$ cat src/rtl/mem_bus_arbiter_pkg.sv
// Shared memory-bus definitions: bus widths, arbitration modes, arbiter FSM
// state encoding and the peripheral request payload.
package mem_bus_arbiter_pkg;

  localparam int unsigned ADDR_W      = 32;
  localparam int unsigned WORD_W      = 32;
  localparam int unsigned MEM_COUNT_W = 3;
  localparam int unsigned MEM_CODE_W  = 2;

  localparam int unsigned PRIO_RR    = 0;
  localparam int unsigned PRIO_FIXED = 1;

  typedef enum logic [1:0] {
    ST_IDLE  = 2'd0,
    ST_ISSUE = 2'd1,
    ST_RESP  = 2'd2
  } state_e;

  typedef struct packed {
    logic [ADDR_W-1:0]      addr;
    logic [WORD_W-1:0]      wr_data;
    logic                   wr_en;
    logic [MEM_COUNT_W-1:0] count;
  } mem_req_t;

endpackage

$ cat src/rtl/mem_bus_arbiter_rr_arbiter_2.sv
// Two-port combinational grant logic.
// Ports: i_valid (request per port), i_last_grant (port granted last),
//        i_fixed (1 = port 0 always wins ties), o_grant_c (one-hot grant).
module rr_arbiter_2 (
  input  logic [1:0] i_valid,
  input  logic       i_last_grant,
  input  logic       i_fixed,
  output logic [1:0] o_grant_c
);

  always_comb begin
    o_grant_c = 2'b00;
    if (i_fixed) begin
      o_grant_c[0] = i_valid[0];
      o_grant_c[1] = i_valid[1] & ~i_valid[0];
    end else if (&i_valid) begin
      // Tie: hand the bus to the port that did not win last time.
      o_grant_c = i_last_grant ? 2'b01 : 2'b10;
    end else begin
      o_grant_c = i_valid;
    end
  end

endmodule

$ cat src/rtl/mem_bus_arbiter.sv
// Two-requester memory bus arbiter: IDLE -> ISSUE (one cycle on the shared
// request bus) -> RESP (one-cycle response pulse to the winner).
// Ports: clk/aresetn; per requester N: i_pN_valid/addr/wr_data/wr_en/count in,
//        o_pN_ready, o_pN_res_valid/rd_data/code out; shared o_req_* bus out,
//        i_res_rd_data/i_res_code in (combinational from the peripheral).
module mem_bus_arbiter
  import mem_bus_arbiter_pkg::*;
#(
  parameter int unsigned PRIO_MODE = PRIO_RR
) (
  input  logic                   clk,
  input  logic                   aresetn,
  input  logic                   i_p0_valid,
  input  logic [ADDR_W-1:0]      i_p0_addr,
  input  logic [WORD_W-1:0]      i_p0_wr_data,
  input  logic                   i_p0_wr_en,
  input  logic [MEM_COUNT_W-1:0] i_p0_count,
  output logic                   o_p0_ready,
  output logic                   o_p0_res_valid,
  output logic [WORD_W-1:0]      o_p0_res_rd_data,
  output logic [MEM_CODE_W-1:0]  o_p0_res_code,
  input  logic                   i_p1_valid,
  input  logic [ADDR_W-1:0]      i_p1_addr,
  input  logic [WORD_W-1:0]      i_p1_wr_data,
  input  logic                   i_p1_wr_en,
  input  logic [MEM_COUNT_W-1:0] i_p1_count,
  output logic                   o_p1_ready,
  output logic                   o_p1_res_valid,
  output logic [WORD_W-1:0]      o_p1_res_rd_data,
  output logic [MEM_CODE_W-1:0]  o_p1_res_code,
  output logic [ADDR_W-1:0]      o_req_addr,
  output logic [WORD_W-1:0]      o_req_wr_data,
  output logic                   o_req_wr_en,
  output logic [MEM_COUNT_W-1:0] o_req_count,
  input  logic [WORD_W-1:0]      i_res_rd_data,
  input  logic [MEM_CODE_W-1:0]  i_res_code
);

  localparam logic FIXED = (PRIO_MODE == PRIO_FIXED);

  state_e                r_state, w_state_nxt;
  mem_req_t              r_req, w_req_nxt;
  logic [1:0]            r_ready, w_ready_nxt;
  logic [1:0]            r_res_valid, w_res_valid_nxt;
  logic                  r_winner, w_winner_nxt;
  logic                  r_last, w_last_nxt;
  logic [WORD_W-1:0]     r_p0_rd, w_p0_rd_nxt, r_p1_rd, w_p1_rd_nxt;
  logic [MEM_CODE_W-1:0] r_p0_code, w_p0_code_nxt, r_p1_code, w_p1_code_nxt;
  mem_req_t              w_p0_req, w_p1_req;
  logic [1:0]            w_grant;

  always_comb begin
    w_p0_req.addr    = i_p0_addr;
    w_p0_req.wr_data = i_p0_wr_data;
    w_p0_req.wr_en   = i_p0_wr_en;
    w_p0_req.count   = i_p0_count;
    w_p1_req.addr    = i_p1_addr;
    w_p1_req.wr_data = i_p1_wr_data;
    w_p1_req.wr_en   = i_p1_wr_en;
    w_p1_req.count   = i_p1_count;
  end

  rr_arbiter_2 u_arb (
    .i_valid      ({i_p1_valid, i_p0_valid}),
    .i_last_grant (r_last),
    .i_fixed      (FIXED),
    .o_grant_c    (w_grant)
  );

  // Next-state and next-output logic; the request bus defaults to zero so it
  // is only non-zero during ISSUE.
  always_comb begin
    w_state_nxt     = r_state;
    w_req_nxt       = '0;
    w_ready_nxt     = 2'b00;
    w_res_valid_nxt = 2'b00;
    w_winner_nxt    = r_winner;
    w_last_nxt      = r_last;
    w_p0_rd_nxt     = r_p0_rd;
    w_p0_code_nxt   = r_p0_code;
    w_p1_rd_nxt     = r_p1_rd;
    w_p1_code_nxt   = r_p1_code;
    case (r_state)
      ST_IDLE, ST_RESP: begin
        if (|w_grant) begin
          w_state_nxt  = ST_ISSUE;
          w_req_nxt    = w_grant[1] ? w_p1_req : w_p0_req;
          w_ready_nxt  = w_grant;
          w_winner_nxt = w_grant[1];
          w_last_nxt   = w_grant[1];
        end else begin
          w_state_nxt = ST_IDLE;
        end
      end
      ST_ISSUE: begin
        // Peripheral response is captured at the edge closing ISSUE.
        w_state_nxt = ST_RESP;
        if (r_winner) begin
          w_res_valid_nxt = 2'b10;
          w_p1_rd_nxt     = i_res_rd_data;
          w_p1_code_nxt   = i_res_code;
        end else begin
          w_res_valid_nxt = 2'b01;
          w_p0_rd_nxt     = i_res_rd_data;
          w_p0_code_nxt   = i_res_code;
        end
      end
      default: w_state_nxt = ST_IDLE;
    endcase
  end

  // State and registered outputs; pointer resets to port 1 so port 0 wins the first tie.
  always_ff @(posedge clk or negedge aresetn) begin
    if (!aresetn) begin
      r_state     <= ST_IDLE;
      r_req       <= '0;
      r_ready     <= 2'b00;
      r_res_valid <= 2'b00;
      r_winner    <= 1'b0;
      r_last      <= 1'b1;
      r_p0_rd     <= '0;
      r_p0_code   <= '0;
      r_p1_rd     <= '0;
      r_p1_code   <= '0;
    end else begin
      r_state     <= w_state_nxt;
      r_req       <= w_req_nxt;
      r_ready     <= w_ready_nxt;
      r_res_valid <= w_res_valid_nxt;
      r_winner    <= w_winner_nxt;
      r_last      <= w_last_nxt;
      r_p0_rd     <= w_p0_rd_nxt;
      r_p0_code   <= w_p0_code_nxt;
      r_p1_rd     <= w_p1_rd_nxt;
      r_p1_code   <= w_p1_code_nxt;
    end
  end

  assign o_p0_ready       = r_ready[0];
  assign o_p1_ready       = r_ready[1];
  assign o_p0_res_valid   = r_res_valid[0];
  assign o_p1_res_valid   = r_res_valid[1];
  assign o_p0_res_rd_data = r_p0_rd;
  assign o_p0_res_code    = r_p0_code;
  assign o_p1_res_rd_data = r_p1_rd;
  assign o_p1_res_code    = r_p1_code;
  assign o_req_addr       = r_req.addr;
  assign o_req_wr_data    = r_req.wr_data;
  assign o_req_wr_en      = r_req.wr_en;
  assign o_req_count      = r_req.count;

endmodule

$ cat config.mk
export PLATFORM = sky130hd
export DESIGN_NAME = mem_bus_arbiter
export DESIGN_NICKNAME = d
export VERILOG_FILES = /design/src/rtl/mem_bus_arbiter_pkg.sv /design/src/rtl/mem_bus_arbiter_rr_arbiter_2.sv /design/src/rtl/mem_bus_arbiter.sv
export SDC_FILE = /design/constraint.sdc
export NUM_CORES = 1
export LEC_CHECK = 0
export CAP_MARGIN = 20
export CORE_MARGIN = 2
export CORE_UTILIZATION = 36
export DETAILED_ROUTE_END_ITERATION = 12
export PLACE_DENSITY = 0.85
export RECOVER_POWER = 25
export SLEW_MARGIN = 20
export SYNTH_ARGS = -nofsm -noshare
export SYNTH_HDL_FRONTEND = slang
export SYNTH_SLANG_ARGS = --single-unit
$ cat constraint.sdc
create_clock -name clk -period 1.4 [get_ports clk]
set_input_delay 0.28 -clock clk [delete_from_list [all_inputs] [get_ports clk]]
set_output_delay 0.28 -clock clk [all_outputs]
set_load 0.05 [all_outputs]
## After elaboration in Yosys (flattened, before gate mapping)

Cells that the tools add are included.

| word-level totals | value |
|---|---|
| flip-flop bits (word level) | 144 |
| bits of input ports | 174 |
| output and inout port bits | 140 |
| logic and storage cells | 34 |

| operators by class | value |
|---|---|
| equality and inequality tests | 2 |
| mux-type cells | 11 |
| bitwise gates (word level) | 1 |
| reduce and logical (&&, ||, !) cells | 7 |

Operators with widths:

| kind | count |
|---|---|
| $mux W68 | 3 |
| $mux W2 | 6 |
| $reduce_and A2 Y1 | 4 |
| $pmux W2 S2 | 1 |
| $reduce_or A2 Y1 | 2 |
| $eq A2 B1 Y1 const B | 1 |
| $eq A2 B2 Y1 const B | 1 |
| $logic_not A2 Y1 | 1 |
| $mux W1 | 1 |
| $not A1 Y1 | 1 |

## Depth between registers and ports, before layout

Gate-level depths: netlist (run 1).

| depth | value |
|---|---|
| word-level depth | 5 |
| gate-level depth with buffers | 5 |
| mapped depth without buffers | 2 |

## Modules after synthesis

From an unflattened synthesis (run 1), not the netlist that was laid out.

| second synthesis, totals | value |
|---|---|
| cells, all modules | 471 |
| area, all modules | 5761.8 µm² |

Modules (own cells, without submodules):

| module | times used | cells an instance | area each (µm²) | sequential area each (µm²) |
|---|---|---|---|---|
| mem_bus_arbiter | 1 | 467 | 5739.3 | 3604.7 |
| rr_arbiter_2 | 1 | 4 | 22.5 | 0.0 |

## Worst setup path before layout (run 1)

OpenSTA, ideal clock, no wires.

| path | value |
|---|---|
| path type | flip-flop to flip-flop |
| from | reg r_state[0] |
| to | reg r_p0_rd[12] (netlist: o_p0_res_rd_data[12]) |
| library setup time | 125 ps |
| arrival time | 1314 ps |
| data required time | 1275 ps |
| slack | -39 ps |
| cell stages (with the launch flop) | 5 |
| path buffers | 2 |
| period minus slack after synthesis | 1439 ps |
| cells stage by stage | dfrtp_1 buf_4 nor3b_4 buf_6 mux2_2 |

| on the way | value |
|---|---|
| cells in the longest elaborated chain, start to end | 2 |

Ends and longest elaborated chain:

| element | line | text |
|---|---|---|
| start, declared | mem_bus_arbiter.sv:41 | `state_e r_state, w_state_nxt;` |
| start signal, assigned | mem_bus_arbiter.sv:126 | `r_state <= w_state_nxt;` |
| $eq A2 B1 Y1 | mem_bus_arbiter.sv:83 | `case (r_state)` |
| $reduce_and A2 Y1 (no line) | -- |  |
| end signal, assigned | mem_bus_arbiter.sv:132 | `r_p0_rd <= w_p0_rd_nxt;` |
| end, declared | mem_bus_arbiter.sv:47 | `logic [WORD_W-1:0] r_p0_rd, w_p0_rd_nxt, r_p1_rd, w_p1_rd_nxt;` |

No other way between the ends.
A chain may end at the register's enable or synchronous reset.

## Worst setup path after layout (run 1)

| path | value |
|---|---|
| from | reg r_state[1] |
| to | reg r_p0_rd[7] (netlist: o_p0_res_rd_data[7]) |

The elaborated chain is that of the path after synthesis.

==> impl_metrics.tcl, run 1 <==
set metrics [dict create \
    status "finished with violations" \
    failed_checks "negative setup slack" \
    slew_headroom_pct 39.71 \
    drt.antenna.violating_nets 0 \
    synth_seq_area_share_pct 58.92 \
    rsz0062_at_grt "true" \
    dr.pass1.iters 4 \
    clk_pin_slew_ns 0.06 \
    avgSynthCellArea_um2 12.85 \
    die-height_um 134.4 \
    yosysUniqueCellTypes 20 \
    clkPwrFrac_pct 18.1 \
    p_leak_nw 5.051 \
    drv_slew 0 \
    cts_root_buf "clkbuf_16" \
    post-dp-hpwl_um 14570 \
    end_kind "flop" \
    top_layer "met4" \
    cap_violations 0 \
    seqPwrFrac_pct 28.2 \
    async_reset_ff_share_pct 100.0 \
    placed_cell_area_mm2 0.01104 \
    initial_core_util_pct 36.89 \
    wire_per_inst_um 20.24 \
    clk_latency_ns 0.42 \
    ios 314 \
    antenna_cells 0 \
    io_buffers 313 \
    required_ns 1.70 \
    syn_area_mm2 0.006118 \
    powerDensity_mw_per_mm2 2039 \
    num_vias 5161 \
    die_w_um 134.4 \
    final_nets 969 \
    cts_buffers 17 \
    wl_met3_um 1577 \
    rows 47 \
    regArea_mm2 0.003606 \
    fin_crit_sh_pct 102.9 \
    synth_edf_count 0 \
    fin_ws_ns -0.04033 \
    hp-class "primary input to flop" \
    critPathArrivalTime_ns 1.74 \
    synthFlopType "dfrtp_1" \
    syn_inst 476 \
    multi_input_area_mm2 0.002425 \
    fill_cells 1062 \
    timing.fmax_mhz 694.3 \
    tightestPinTransition_ns 0.9043 \
    critPathLaunchType "flop" \
    finalPower_mw 24.23 \
    core_mm2 0.01658 \
    numClockSinks 144 \
    pre_cts_ws_ns -0.1497 \
    final_layout_size_suffix_gt1_share_pct 34.70 \
    layout_common_cells "clkdlybuf4s50_1 (172), buf_12 (150), dfrtp_1 (142), nand2b_1 (137), o32ai_1 (65)" \
    syn_to_final_growth_pct 94.21 \
    p_sw_mw 9.455 \
    met1_length_um 7592 \
    final_area_mm2 0.01188 \
    fin_skew_ns 0.009126 \
    swShare_pct 39.02 \
    dieArea_mm2 0.01805 \
    fin_crit_ns 1.440 \
    antenna_found_initial 0 \
    ys_seq_elements 144 \
    hold_viol_final 0 \
    drc_errors 0 \
    grt_max_degree 77 \
    drtIter0Drc 211 \
    grt_overflow 0 \
    syn-num-nets 650 \
    crit_path_max_fanout 9 \
    yosys_warnings 0 \
    cts_tree "yes" \
    wirelength_um 20790 \
    fin_util_pct 71.65 \
    wl_met2_um 11040 \
    grt_pass1_vias 5408 \
    gp_congestion 0.8140 \
    clk_path_buf_depth 2 \
    grt_use_total_pct 22.18 \
    grt_pass1_wl_um 30480 \
    combinationalPowerShare_pct 53.7 \
    finalSetupViolCount 35 \
    peakVddDrop_mv 1.400 \
    path_class "flop to flop" \
    final_common_cell "clkdlybuf4s50_1" \
    routed_via_density 5.025 \
    cts_max_level 4 \
    p_int_mw 14.78 \
]
[cells by family (layout without fill, tap and decap cells)]
kind of cell,count (synthesis),count (layout),synth area share [%]
and+or+nand+nor,145,145,14.91
muxes,68,68,12.52
AOI/OAI and AO/OA,71,71,10.18
buffers and inverters,48,379,3.476
DFF,144,144,58.92
[per-layer routing]
metal  up-vias  global-route usage (%)
met5         -                       0
met4         0                   8.304
met3        40                   7.332
met2       240                   38.12
met1      2551                   25.78
li1       2330                       -
[power by group through the flow]
stage / Clock [mW] / Combinational (mW) / Sequential [mW]
detailed placement: 0 / 12.6 / 6.85
CTS: 4.50 / 12.7 / 6.78
global route: 4.68 / 13.4 / 6.97
floorplan: 0 / 1.77 / 10.4
global placement: 0 / 12.4 / 6.76
finish: 4.40 / 13.0 / 6.83
[cells in the mapped netlist (2+ instances only)]
library cell  count  share of area, %
buf_2             5              0.41
buf_6             3              0.55
clkbuf_1         35               2.1
dfrtp_1         143                58
inv_1             2              0.12
mux2_1            3              0.55
mux2_2           65                12
nand2b_1        137                14
nor2_1            5              0.31
o32ai_1          68               9.7
[final cells by class]
class                      count  area share (%)
timing repair buffer         345           42.02
sequential                   144           30.35
multi-input combinational    284           20.41
clock buffer                  20           3.843
tap                          220           2.317
clock inverter                11          0.9687
inverter                       3         0.09477
[metrics by stage]
stage,setup TNS (ns),hold WS (ns),std cells
2_1_floorplan,-0.9203,-0.01559,476
6_report,-0.8862,0.4302,1027
3_3_place_gp,-3.493,0.2076,985
3_5_place_dp,-7.379,0.2086,985
5_1_grt,-2.842,0.4250,1027
4_1_cts,-0.6355,0.3306,1022
[critical path: stages (launching register included)]
cell and delay, ns:
dfrtp_1 0.41, nor3b_4 0.26, buf_6 0.17, buf_16 0.14
mux2_2 0.35
[what timing repair did]
action | CTS | global route
buffers inserted | 4 | 1
hold buffers | 1 | 0
gates resized for setup | 2 | 31
endpoints found under the setup margin | 34 | 60
gates cloned | 1 | 4
pin swaps | 1 | 1
hold endpoints to repair | 28 | 0
[sequential cells by signal (all words and copies together) (netlist names)]
| name | flops |
|---|---|
| r_res_valid | 2 |
| o_req_addr | 32 |
| r_winner | 1 |
| r_last | 1 |
| o_p1_res_code | 2 |
| r_state | 2 |
| o_p1_res_rd_data | 32 |
| r_ready | 2 |
| o_req_wr_data | 32 |
| o_req_wr_en | 1 |
| o_p0_res_code | 2 |
| o_req_count | 3 |
| o_p0_res_rd_data | 32 |
[final timing paths]
check	slack [ns]	cells after the start	startpoint	end
setup / recovery	-0.04	4	r_state[1]$_DFF_PN0_	o_p0_res_rd_data[7]$_DFFE_PN0P_
hold / removal	0.43	3	i_p1_wr_data[25]	o_req_wr_data[25]$_DFF_PN0_
setup reg to reg	-0.04	4	r_state[1]$_DFF_PN0_	o_p0_res_rd_data[7]$_DFFE_PN0P_
hold reg to reg	0.57	1	o_p0_res_rd_data[19]$_DFFE_PN0P_	o_p0_res_rd_data[19]$_DFFE_PN0P_
max in group asynchronous	0.13	3	aresetn	o_p0_res_rd_data[10]$_DFFE_PN0P_
min in group asynchronous	0.53	2	aresetn	o_p1_res_rd_data[6]$_DFFE_PN0P_
No activity file was read; power rests on OpenSTA's default activity.
==> run 2: changes to the inputs <==
ABC_CLOCK_PERIOD_IN_PS = 1400   (was not set)
==> results of run 2 <==
The final DEF is identical to that of run 1; final timing and power are the same.
